## src/rtl/clk_skew_tune_pkg.sv

```systemverilog
`default_nettype none
// ==== clk_skew_tune_pkg : shared types and decision thresholds for clk_skew_tune_ctrl (rev 1.0) ====
package clk_skew_tune_pkg;

  typedef enum logic [2:0] {
    IDLE   = 3'd0,
    SETTLE = 3'd1,
    SAMPLE = 3'd2,
    DECIDE = 3'd3,
    LOCKED = 3'd4
  } state_e;

  typedef enum logic {
    SCAN  = 1'b0,
    TRACK = 1'b1
  } mode_e;

  // Scan treats the capture clock as early only on a strict majority; a tie is not early.
  function automatic int majority_thr(input int samples);
    return samples / 2;
  endfunction

  function automatic int track_hi_thr(input int samples);
    return (3 * samples) / 4;
  endfunction

  function automatic int track_lo_thr(input int samples);
    return samples / 4;
  endfunction

endpackage
`default_nettype wire

```

## src/rtl/clk_skew_tune_ctrl_phase_sample_accum.sv

```systemverilog
`default_nettype none
// ==== phase_sample_accum : counts qualified phase samples and early votes for one decision (rev 1.0) ====
module phase_sample_accum #(
  parameter int SAMPLES = 8,
  parameter int CNT_W   = $clog2(SAMPLES + 1)
) (
  input  logic             clk,
  input  logic             rst,
  input  logic             clear,
  input  logic             phase_valid,
  input  logic             phase_early,
  output logic [CNT_W-1:0] early_cnt,
  output logic             done
);

  localparam logic [CNT_W-1:0] LAST_SAMPLE = CNT_W'(SAMPLES - 1);

  logic [CNT_W-1:0] sample_cnt_q, sample_cnt_d;
  logic [CNT_W-1:0] early_cnt_q, early_cnt_d;

  always_comb begin
    sample_cnt_d = sample_cnt_q;
    early_cnt_d  = early_cnt_q;
    if (clear) begin
      sample_cnt_d = '0;
      early_cnt_d  = '0;
    end else if (phase_valid) begin
      sample_cnt_d = sample_cnt_q + CNT_W'(1);
      if (phase_early) early_cnt_d = early_cnt_q + CNT_W'(1);
    end
  end

  always_ff @(posedge clk or posedge rst) begin
    if (rst) begin
      sample_cnt_q <= '0;
      early_cnt_q  <= '0;
    end else begin
      sample_cnt_q <= sample_cnt_d;
      early_cnt_q  <= early_cnt_d;
    end
  end

  // Fires on the cycle the last sample arrives so the decision follows immediately.
  assign done      = !clear && phase_valid && (sample_cnt_q == LAST_SAMPLE);
  assign early_cnt = early_cnt_q;

endmodule
`default_nettype wire

```

## src/rtl/clk_skew_tune_ctrl.sv

```systemverilog
`default_nettype none
// ==== clk_skew_tune_ctrl : scan/track calibration controller for the capture-clock delay line (rev 1.0) ====
module clk_skew_tune_ctrl
  import clk_skew_tune_pkg::*;
#(
  parameter int NUM_TAPS       = 8,
  parameter int TAP_W          = $clog2(NUM_TAPS),
  parameter int SETTLE_CYC     = 4,
  parameter int SAMPLES        = 8,
  parameter bit TRACK_EN       = 1'b1,
  parameter int TRACK_INTERVAL = 64
) (
  input  logic             clk,
  input  logic             rst,
  input  logic             start,
  input  logic             abort,
  input  logic             phase_valid,
  input  logic             phase_early,
  output logic [TAP_W-1:0] tap_sel,
  output logic             busy,
  output logic             locked,
  output logic             cal_fail
);

  localparam int SMP_W = $clog2(SAMPLES + 1);
  localparam int SET_W = $clog2(SETTLE_CYC + 1);
  localparam int INT_W = $clog2(TRACK_INTERVAL + 1);

  localparam logic [TAP_W-1:0] TAP_MAX     = TAP_W'(NUM_TAPS - 1);
  localparam logic [SET_W-1:0] SETTLE_LAST = SET_W'(SETTLE_CYC - 1);
  localparam logic [INT_W-1:0] INT_LAST    = INT_W'(TRACK_INTERVAL - 1);
  localparam logic [SMP_W-1:0] MAJ_THR     = SMP_W'(majority_thr(SAMPLES));
  localparam logic [SMP_W-1:0] HI_THR      = SMP_W'(track_hi_thr(SAMPLES));
  localparam logic [SMP_W-1:0] LO_THR      = SMP_W'(track_lo_thr(SAMPLES));

  state_e           state_q, state_d;
  mode_e            mode_q, mode_d;
  logic [TAP_W-1:0] tap_q, tap_d;
  logic             locked_q, locked_d;
  logic             cal_fail_q, cal_fail_d;
  logic [SET_W-1:0] settle_cnt_q, settle_cnt_d;
  logic [INT_W-1:0] interval_cnt_q, interval_cnt_d;

  logic             acc_clear;
  logic             acc_valid;
  logic             acc_done;
  logic [SMP_W-1:0] early_cnt;

  // Counts are held through DECIDE and zeroed everywhere else, so every entry to SAMPLE starts clean.
  assign acc_clear = (state_q != SAMPLE) && (state_q != DECIDE);
  assign acc_valid = phase_valid && (state_q == SAMPLE);

  phase_sample_accum #(
    .SAMPLES (SAMPLES),
    .CNT_W   (SMP_W)
  ) u_accum (
    .clk         (clk),
    .rst         (rst),
    .clear       (acc_clear),
    .phase_valid (acc_valid),
    .phase_early (phase_early),
    .early_cnt   (early_cnt),
    .done        (acc_done)
  );

  always_ff @(posedge clk or posedge rst) begin
    if (rst) begin
      state_q        <= IDLE;
      mode_q         <= SCAN;
      tap_q          <= '0;
      locked_q       <= 1'b0;
      cal_fail_q     <= 1'b0;
      settle_cnt_q   <= '0;
      interval_cnt_q <= '0;
    end else begin
      state_q        <= state_d;
      mode_q         <= mode_d;
      tap_q          <= tap_d;
      locked_q       <= locked_d;
      cal_fail_q     <= cal_fail_d;
      settle_cnt_q   <= settle_cnt_d;
      interval_cnt_q <= interval_cnt_d;
    end
  end

  always_comb begin
    state_d        = state_q;
    mode_d         = mode_q;
    tap_d          = tap_q;
    locked_d       = locked_q;
    cal_fail_d     = cal_fail_q;
    settle_cnt_d   = '0;
    interval_cnt_d = '0;
    if (abort && (state_q != IDLE)) begin
      state_d    = IDLE;
      locked_d   = 1'b0;
      cal_fail_d = 1'b0;
    end else if (start && !abort && !busy) begin
      state_d    = SETTLE;
      mode_d     = SCAN;
      tap_d      = '0;
      locked_d   = 1'b0;
      cal_fail_d = 1'b0;
    end else begin
      case (state_q)
        SETTLE: begin
          // A tracking nudge only needs the line to settle; it resumes LOCKED without re-sampling.
          if (settle_cnt_q == SETTLE_LAST) state_d = (mode_q == TRACK) ? LOCKED : SAMPLE;
          else settle_cnt_d = settle_cnt_q + SET_W'(1);
        end
        SAMPLE: begin
          if (acc_done) state_d = DECIDE;
        end
        DECIDE: begin
          if (mode_q == SCAN) begin
            if (early_cnt > MAJ_THR) begin
              if (tap_q != TAP_MAX) begin
                tap_d   = tap_q + TAP_W'(1);
                state_d = SETTLE;
              end else begin
                cal_fail_d = 1'b1;
                state_d    = IDLE;
              end
            end else begin
              locked_d = 1'b1;
              state_d  = LOCKED;
            end
          end else begin
            if ((early_cnt >= HI_THR) && (tap_q != TAP_MAX)) begin
              tap_d   = tap_q + TAP_W'(1);
              state_d = SETTLE;
            end else if ((early_cnt <= LO_THR) && (tap_q != '0)) begin
              tap_d   = tap_q - TAP_W'(1);
              state_d = SETTLE;
            end else begin
              state_d = LOCKED;
            end
          end
        end
        LOCKED: begin
          if (TRACK_EN) begin
            if (interval_cnt_q == INT_LAST) begin
              state_d = SAMPLE;
              mode_d  = TRACK;
            end else begin
              interval_cnt_d = interval_cnt_q + INT_W'(1);
            end
          end
        end
        default: state_d = state_q;
      endcase
    end
  end

  always_comb begin
    busy     = (state_q == SETTLE) || (state_q == SAMPLE) || (state_q == DECIDE);
    tap_sel  = tap_q;
    locked   = locked_q;
    cal_fail = cal_fail_q;
  end

endmodule
`default_nettype wire

```

## config.mk

```make
export PLATFORM = sky130hd
export DESIGN_NAME = clk_skew_tune_ctrl
export DESIGN_NICKNAME = d
export VERILOG_FILES = /design/src/rtl/clk_skew_tune_pkg.sv /design/src/rtl/clk_skew_tune_ctrl_phase_sample_accum.sv /design/src/rtl/clk_skew_tune_ctrl.sv
export SDC_FILE = /design/constraint.sdc
export NUM_CORES = 1
export LEC_CHECK = 0
export CORE_UTILIZATION = 48
export DETAILED_ROUTE_END_ITERATION = 10
export PLACE_DENSITY_LB_ADDON = 0.08
export SYNTH_ARGS = -nofsm -noshare
export SYNTH_HDL_FRONTEND = slang
export SYNTH_HIERARCHICAL = 1
export SYNTH_SLANG_ARGS = --single-unit
```

## constraint.sdc

```tcl
create_clock -name clk -period 2.9 [get_ports clk]
set_clock_uncertainty 0.05 [all_clocks]
set_input_delay 0.29 -clock clk [delete_from_list [all_inputs] [get_ports clk]]
set_output_delay 0.29 -clock clk [all_outputs]
set_load 0.02 [all_outputs]
```

==> Word-level counts from Yosys, hierarchy flattened <==
Index checks and enable logic that the tools add are counted.
{ "totals": {"in_bits": 6, "wordCells": 114, "output_inout_bits": 6, "ff_bits": 27} }
{ "op_classes": {"n_eq_ne": 17, "add_sub_neg": 6, "n_lt_le_gt_ge": 3, "n_mux": 46, "bitwise_logic": 1, "reduce_logical": 32} }
{ "op_table": {"columns": ["operator", "count"], "rows": [
  ["$mux W3", 21],
  ["$mux W7", 4],
  ["$mux W4", 5],
  ["$reduce_bool A3 Y1", 6],
  ["$mux W1", 15],
  ["$pmux W3 S4", 1],
  ["$reduce_bool A2 Y1", 5],
  ["$eq A3 B2 Y1 const B", 3],
  ["$logic_and A1 B1 Y1", 9],
  ["$ne A3 B3 Y1 const B", 3],
  ["$add A4 B1 Y4 const B", 2],
  ["$ne A4 B4 Y1 const B", 2],
  ["$reduce_and A4 Y1", 2],
  ["$add A7 B1 Y7 const B", 1],
  ["$eq A7 B6 Y1 const B", 1],
  ["$add A3 B1 Y3 const B", 2],
  ["$ne A3 B2 Y1 const B", 2],
  ["$reduce_and A3 Y1", 2],
  ["$reduce_bool A6 Y1", 1],
  ["$reduce_and A5 Y1", 1],
  ["$eq A4 B3 Y1 const B", 1],
  ["$ge A4 B3 Y1 const B", 1],
  ["$gt A4 B3 Y1 const B", 1],
  ["$le A4 B2 Y1 const B", 1],
  ["other kinds (10)", 13]
]} }

==> Longest topological paths before layout <==
{ "depth": {"depth_word": 9, "mapped_depth": 11, "ltp_nobuf": 9} }

==> Cells and area by module <==
Netlist, hierarchy kept.
{ "by_module_without_submodules": {"columns": ["module", "seq_area_each_um2", "cells_per_inst", "instances", "area_per_inst_um2"], "rows": [
  ["clk_skew_tune_ctrl", 475.5, 136, 1, 1271.2],
  ["phase_sample_accum", 200.2, 37, 1, 390.4]
]} }

==> Least setup slack after synthesis <==
No wires, ideal clock.
{ "synth_path": {"kind": "register -> register", "startpoint": "register tap_q[0], in the netlist tap_sel[0]", "endpoint": "register tap_q[2], in the netlist tap_sel[2]", "required_ns": 2.763, "path_stages_with_launch": 8, "path_buffers": 0, "setup_slack_ns": 0.735, "setup_time_ns": 0.087, "period_less_slack_ns": 2.165, "arrival_time_ns": 2.029, "cell_sequence": "dfrtp_1 > ha_1 > ha_1 > nor2b_1 > a2111oi_4 > nand3_2 > or4b_1 > o211ai_1"} }
{ "synth_via": {"elab_chain_cells": 6, "word_cells_on_any_way": 16, "cone_classes": "add/sub (2); eq/ne (2); mux (7); reduce/logical (5)"} }
{ "synth_rtl": {"columns": ["element", "line_no", "source"], "rows": [
  ["start, declared", "clk_skew_tune_ctrl.sv:38", "logic [TAP_W-1:0] tap_q, tap_d;"],
  ["start signal, assigned", "clk_skew_tune_ctrl.sv:78", "tap_q <= tap_d;"],
  ["$add A3 B1 Y3, or another cell as far along", "clk_skew_tune_ctrl.sv:118, clk_skew_tune_ctrl.sv:130", null],
  ["$mux W3, or another cell as far along", "clk_skew_tune_ctrl.sv:117", "if (tap_q != TAP_MAX) begin"],
  ["$mux W3, on equally long branches", "clk_skew_tune_ctrl.sv:116, clk_skew_tune_ctrl.sv:129", null],
  ["$mux W3", "clk_skew_tune_ctrl.sv:115", "if (mode_q == SCAN) begin"],
  ["$mux W3", "clk_skew_tune_ctrl.sv:105", "case (state_q)"],
  ["$mux W3", "clk_skew_tune_ctrl.sv:98", "end else if (start && !abort && !busy) begin"]
]} }
Several ways; a longest one is shown, not always the timed one. The select of a mux whose other input is x is not followed.
A chain may end at the register's enable or synchronous reset.

==> Final worst setup path <==
Ends and elaborated chain as after synthesis.

==> impl_results.rst <==
.. list-table::
   :header-rows: 1

   * - Metric
     - Value
   * - Floorplan Core Area
     - 3180 um2
   * - Die extent in y
     - 60.8 um
   * - Area share of fa/ha/maj cells after synthesis
     - 6.02%
   * - Nets@finish
     - 196
   * - Number of cells traversed by the worst register-to-register path
     - 7
   * - Synthesized-area fraction occupied by ao, oa, aoi and oai cells
     - 19.6%
   * - Die Span X
     - 60.8 um
   * - Run status
     - completed
   * - Power density cells
     - 530 nW/um2
   * - Final core occ
     - 57.2%
   * - Vias in the first global route
     - 1303
   * - Ant diodes
     - 0
   * - Final setup TNS
     - 0 ns
   * - Peak supply drop
     - 0.000363 V
   * - Total of cells resized after clock tree synthesis
     - 0
   * - Clock buffers created by TritonCTS
     - 3
   * - Starting density of the core
     - 52.3%
   * - Multi-input combinational cell area
     - 905 um2
   * - Sink count of the clock tree
     - 27
   * - Critical Path End Type
     - flip-flop
   * - Type of the most critical hold path
     - input port to asynchronous set/reset pin
   * - Layout fillers
     - 286
   * - H-tree levels
     - 1
   * - Worst-path fanout max
     - 5
   * - Hold-fix buffer count after cts
     - 0
   * - Count of endpoints failing hold in the final timing report
     - 0
   * - Layout Cell Area excl Fill
     - 1820 um2
   * - Area growth from synthesis to layout
     - 9.34%
   * - Timing startpoint of the critical path
     - tap_sel[0]
   * - Post-synthesis share of cell area spent on and, or, nand and nor gates
     - 23.0%
   * - RD Place Congestion
     - 0.779
   * - Total wirelength of the detailed-routed design
     - 3160 um
   * - Synth Warn #
     - 6
   * - Number of antenna violations at the first check in global routing
     - 0
   * - FF/Latch Area
     - 676 um2
   * - Reported leakage power
     - 0.760 nW
   * - Max transition margin
     - 50.6%
   * - Summed instance area of the synthesized netlist
     - 1660 um2
   * - Number of failing setup endpoints in the final timing report
     - 0
   * - Number of synthesized flops with an enable pin
     - 0
   * - Number of core rows
     - 20
   * - Total grt overflow
     - 0
   * - WP data arrival
     - 2.52 ns
   * - CP Class
     - flip-flop to flip-flop
   * - Fmax
     - 430 MHz
   * - Beginning of the worst register-to-register path
     - tap_sel[0]
   * - Detailed placement HPWL
     - 2390 um
   * - Worst reg2reg endpoint
     - tap_sel[2]
   * - Largest net degree at the start of global routing
     - 20
   * - Clock tree root driver cell
     - sky130_fd_sc_hd__clkbuf_4
   * - First-pass iteration count of the detailed router
     - 4
   * - Max Root-Sink Buffers
     - 2
   * - Overall via count from detail_route
     - 1281
   * - Clk pin slew, worst setup/hold paths
     - 0.15 ns
   * - Primary FF master, synth
     - sky130_fd_sc_hd__dfrtp_1
   * - Iter 0 DRT Violations
     - 78
   * - Share of final-layout standard cells stronger than drive strength 1
     - 7.18%
   * - Detailed-route vias per instance
     - 5.69
   * - Postcts setup bufs
     - 0
   * - Most common cell after layout, fill and taps aside
     - sky130_fd_sc_hd__dfrtp_1
   * - Cells along the critical path
     - ha_1, ha_1, nor2b_1, a2111oi_4, nand3_2, or4b_1, o211ai_1
   * - Number of library cell types mapped by synthesis
     - 48
   * - Maximum capacitance violations
     - 0
   * - Startpoint type of the worst setup path
     - flip-flop
   * - Post-detailed-route count of antenna-violating nets
     - 0
   * - Mux contribution to synthesized area
     - 0.602%
   * - Unrepaired setup endpoints after global routing
     - false
   * - Syn_area_per_cell
     - 9.60 um2
   * - Die Area
     - 3700 um2
   * - Final Cycle Share
     - 80.1%
   * - Number of port buffers
     - 11
   * - Latest clock arrival within the worst-skew pair
     - 0.32 ns
   * - Xor and xnor area share after synthesis
     - 5.27%
   * - Register-to-Register Setup Slack
     - 0.58 ns
   * - #FFs+latches synth
     - 27
   * - Share of synthesized registers carrying an async set or reset
     - 100%
   * - Slew at the pin with the worst max-slew slack
     - 0.741 ns
   * - Most frequent cell on the critical path
     - sky130_fd_sc_hd__ha_1
   * - Wire length per cell after detailed routing
     - 14.0 um
   * - Largest family of logic cells by synthesized area
     - simple AND/OR/NAND/NOR gates
   * - Count of mapped cells out of synthesis
     - 173
   * - Post-detailed-placement cell area
     - 1790 um2
   * - Crit path largest cell delay
     - 0.49 ns
   * - CP required
     - 3.10 ns
   * - I/O pin cnt
     - 12
   * - Global-route wire length before repair
     - 5610 um
   * - Mapped Nets
     - 187
   * - Final worst path period need
     - 2.32 ns
   * - DRC Markers
     - 0
   * - Overall global routing resource usage
     - 20.3%
   * - Top library cells by usage in the layout, fill and taps aside
     - sky130_fd_sc_hd__dfrtp_1 (27), sky130_fd_sc_hd__nor2_1 (23), sky130_fd_sc_hd__o21ai_0 (15), sky130_fd_sc_hd__clkdlybuf4s50_1 (11), sky130_fd_sc_hd__ha_1 (8)
   * - Max stage delay cell, worst path
     - sky130_fd_sc_hd__or4b_1
   * - Register area share after synthesis
     - 40.7%
   * - Fin. max-slew vios
     - 0
   * - TritonCTS clock tree
     - yes
==> final cells by class <==
cell class	count	share of cell area, %
multi-input combinational	129	49.8
sequential	27	37.2
timing repair buffer	13	6.89
tap	44	3.03
inverter	8	1.65
clock buffer	4	1.45
==> kinds of logic (layout without fill, tap and decap cells) <==
| group | count (synthesis) | in the layout |
|---|---|---|
| compound gates | 45 | 45 |
| xor+xnor | 10 | 10 |
| fa+ha+maj | 8 | 8 |
| buf+inv | 17 | 25 |
| flops | 27 | 27 |
| mux | 1 | 1 |
| simple gates | 65 | 65 |
==> how the worst max path moves through the flow <==
stage	endpoint
global route	state_q[1]
finish	tap_sel[2]
floorplan	tap_sel[2]
CTS	tap_sel[2]
detailed placement	tap_sel[2]
global placement	tap_sel[2]
==> power breakdown <==
group / switching, W / internal, W
clock: 0.000107 / 0.0000538
combinational: 0.000209 / 0.000145
sequential: 0.0000449 / 0.000402
total: 0.000361 / 0.000601
==> worst max-delay path, delay by kind of cell (launching register included) <==
| kind | cells | cell delay (ns) |
|---|---|---|
| flops | 1 | 0.45 |
| fa+ha+maj | 2 | 0.44 |
| compound gates | 2 | 0.48 |
| simple gates | 3 | 0.83 |
==> Yosys cell counts (3+ instances only) <==
cell type / n / area (um2)
sky130_fd_sc_hd__xnor2_1: 4 / 35.0
sky130_fd_sc_hd__clkbuf_1: 4 / 15.0
sky130_fd_sc_hd__nand3b_1: 4 / 30.0
sky130_fd_sc_hd__a21oi_1: 7 / 35.0
sky130_fd_sc_hd__o21ai_0: 15 / 75.1
sky130_fd_sc_hd__inv_1: 7 / 26.3
sky130_fd_sc_hd__nand3_1: 5 / 25.0
sky130_fd_sc_hd__xor2_1: 6 / 52.6
sky130_fd_sc_hd__a31oi_1: 3 / 18.8
sky130_fd_sc_hd__nor2_1: 23 / 86.3
sky130_fd_sc_hd__ha_1: 8 / 100
sky130_fd_sc_hd__and3_1: 4 / 25.0
sky130_fd_sc_hd__nor3b_1: 5 / 37.5
sky130_fd_sc_hd__nand2b_1: 3 / 18.8
sky130_fd_sc_hd__dfrtp_1: 27 / 676
sky130_fd_sc_hd__nor2b_1: 3 / 18.8
sky130_fd_sc_hd__nand2_1: 5 / 18.8
==> state kept, by name (all words and copies together), names as in the netlist <==
name / count
cal_fail: 1
interval_cnt_q: 7
locked: 1
mode_q: 1
settle_cnt_q: 3
state_q: 3
tap_sel: 3
u_accum/early_cnt: 4
u_accum/sample_cnt_q: 4
==> stage by stage <==
stage | setup slack, ns | cells | power, W | hold WS (ns)
CTS | 0.596 | 225 | 0.000969 | 0.159
finish | 0.577 | 225 | 0.000962 | 0.166
global placement | 0.634 | 221 | 0.000800 | 0.379
detailed placement | 0.600 | 221 | 0.000804 | 0.394
global route | 0.346 | 225 | 0.00102 | 0.211
floorplan | 0.735 | 173 | 0.000721 | 0.0557
==> metal layers <==
layer  GRT usage [%]  wire length [um]  part of all wire, %
met2            34.1              1510                   48
met3            4.69                79                  2.5
met4            5.84                19                 0.60
met1            26.1              1550                   49
met5               0                 0                    0
(Power assumes the default switching activity.)
==> RTL edit, RTL diff (same settings) <==
Reset style: synchronous (`rst`), changed in 2 clocked blocks.
--- a/src/rtl/clk_skew_tune_ctrl_phase_sample_accum.sv
+++ b/src/rtl/clk_skew_tune_ctrl_phase_sample_accum.sv
@@ -30,7 +30,7 @@
     end
   end
 
-  always_ff @(posedge clk or posedge rst) begin
+  always_ff @(posedge clk) begin
     if (rst) begin
       sample_cnt_q <= '0;
       early_cnt_q  <= '0;
--- a/src/rtl/clk_skew_tune_ctrl.sv
+++ b/src/rtl/clk_skew_tune_ctrl.sv
@@ -63,7 +63,7 @@
     .done        (acc_done)
   );
 
-  always_ff @(posedge clk or posedge rst) begin
+  always_ff @(posedge clk) begin
     if (rst) begin
       state_q        <= IDLE;
       mode_q         <= SCAN;
Formal check against the unedited RTL: differs if rst is asserted again (counterexample within 4 cycles, from zero or initial values and one cycle with rst high); with rst held inactive, the same outputs for 10 cycles.
==> RTL edit against the unedited design <==
Worst setup slack better by 0.059 ns; wire length is 15% lower; cell area is 13% lower; sequential cell count stayed put; area after synthesis is 14% lower; worst hold slack better by 0.22 ns; via count is 6.6% lower; critical path type is now register to output pin; largest cell class unchanged; highest routed layer unchanged.
Power is not compared: it rests on default switching activity, and its combinational part moved more than twofold at a synthesized area within 25%.
==> RTL edit: results (changes against the unedited design) <==
- Async SR Flop Fraction: 0% (was 100%)
- Vias in the first global route: 1,145 (was 1,303)
- Port Buf Inserts: 11 (unchanged)
- Avg Cell Area, Syn: 8.57 um2 (was 9.60 um2)
- Via density: 5.75 (was 5.69)
- Slew @ Worst Pin: 0.480 ns (was 0.741 ns)
- Synth unique cells: 44 (was 48)
- Reg2reg start: state_q[1]$_SDFFE_PP0P_ (was tap_sel[0]$_DFFE_PP0P_)
- Status: completed (unchanged)
- Hold depth: 1
- Share of layout cells above drive strength 1: 7.34% (was 7.18%)
- Largest net degree at the start of global routing: 16 (was 20)
- Non-Filler Instances: 208 (was 225)
- Sequential share of the synthesized area: 37.8% (was 40.7%)
- Worst hold slack: 0.382 ns (was 0.166 ns)
- DP Worst Slack: 0.752 ns (was 0.600 ns)
- WP data arrival: 1.92 ns (was 2.52 ns)
- Post-synth EDFFs: 0 (unchanged)
- DP Area: 1550 um2 (was 1790 um2)
- Final WL: 2690 um (was 3160 um)
- Grt met2 use: 32.8% (was 34.1%)
- Gr usage total: 18.5% (was 20.3%)
- Leading post-synthesis cells by cell area: dfxtp_1 38%, ha_1 7.9%, nor2_1 7.6%, xor2_1 4.3%, o21ai_0 3.1% (was dfrtp_1 41%, ha_1 6.0%, nor2_1 5.2%, o21ai_0 4.5%, xor2_1 3.2%)
- Peak VDD IR: between 0.3 and 0.4 mV
- Grt met1 use: 21.5% (was 26.1%)
- Inst Count DP: 204 (was 221)
- Met3 usage: 2.76% (was 4.69%)
- DR iter-0 viols: 31 (was 78)
- Hold Path Class: register to register (was primary input to async pin)
- First-pass GRT wire length: 4670 um (was 5610 um)
- Final net count: 193 (was 196)
- Initial antenna violation count: 0 (unchanged)
- Top_reg_cell synth: dfxtp_1 (was dfrtp_1)
- RR Endpoint: state_q[0]$_SDFFE_PP0P_ (was tap_sel[2]$_DFFE_PP0P_)
- DP HPWL: 2060 um (was 2390 um)
- CP max FO: 14 (was 5)
- Syn Nets: 182 (was 187)
- Worst R2R Setup Slack: 0.73 ns (was 0.58 ns)
- R2R cell count: 10 (was 7)
- Post-synth top cells: 29 x nor2_1, 27 x dfxtp_1, 9 x ha_1, 9 x inv_1, 9 x o21ai_0 (was 27 x dfrtp_1, 23 x nor2_1, 15 x o21ai_0, 8 x ha_1)
- GPL Wtd Cong: 0.897 (was 0.779)
RTL edit: power breakdown:
| group | switching (W) | internal (W) |
|---|---|---|
| Sequential | 0.00000255 | 0.000372 |
| Clock | 0.000113 | 0.0000517 |
| Combinational | 0.0000179 | 0.0000160 |
RTL edit: cell type report:
cell class,instances,area (um2)
sequential,27,541
multi-input combinational,125,817
timing repair buffer,12,118
fill,257,1210
inverter,9,33.8
clock buffer,3,22.5
tap,31,38.8
clock inverter,1,5.00
RTL edit: layer usage:
metal | vias up | wire, um | part of all wire, %
li1 | 607 | - | -
met1 | 579 | 1220 | 45
met2 | 7 | 1400 | 52
met3 | 4 | 37 | 1.4
met4 | 0 | 32 | 1.2
met5 | - | 0 | 0
RTL edit: cell families (layout without fill, tap and decap cells):
family	after synthesis	in the layout	synth area share (%)
compound gates	37	37	18.1
fa+ha+maj	9	9	7.87
xor+xnor	10	10	6.12
buf+inv	15	25	5.16
flops	27	27	37.8
mux	2	2	1.49
simple gates	67	67	23.5
RTL edit: worst max-delay path: stages (launching register included):
cell and delay, ns:
dfxtp_1 0.65, nor2_1 0.17, nor2_1 0.17, clkdlybuf4s50_1 0.62
RTL edit: worst max path at each step:
stage                                  startpoint                      end  slack [ns]  depth (start not counted)
after global routing      state_q[1]$_SDFFE_PP0P_  state_q[0]$_SDFFE_PP0P_        0.36                         10
final                     state_q[1]$_SDFFE_PP0P_                     busy        0.64                          3
after detailed placement  state_q[1]$_SDFFE_PP0P_  state_q[0]$_SDFFE_PP0P_        0.75                         10
after global placement                phase_valid  state_q[0]$_SDFFE_PP0P_        0.82                         10
after CTS                 state_q[1]$_SDFFE_PP0P_                     busy        0.63                          3
after floorplan           state_q[2]$_SDFFE_PP0P_  state_q[0]$_SDFFE_PP0P_        0.91                         11
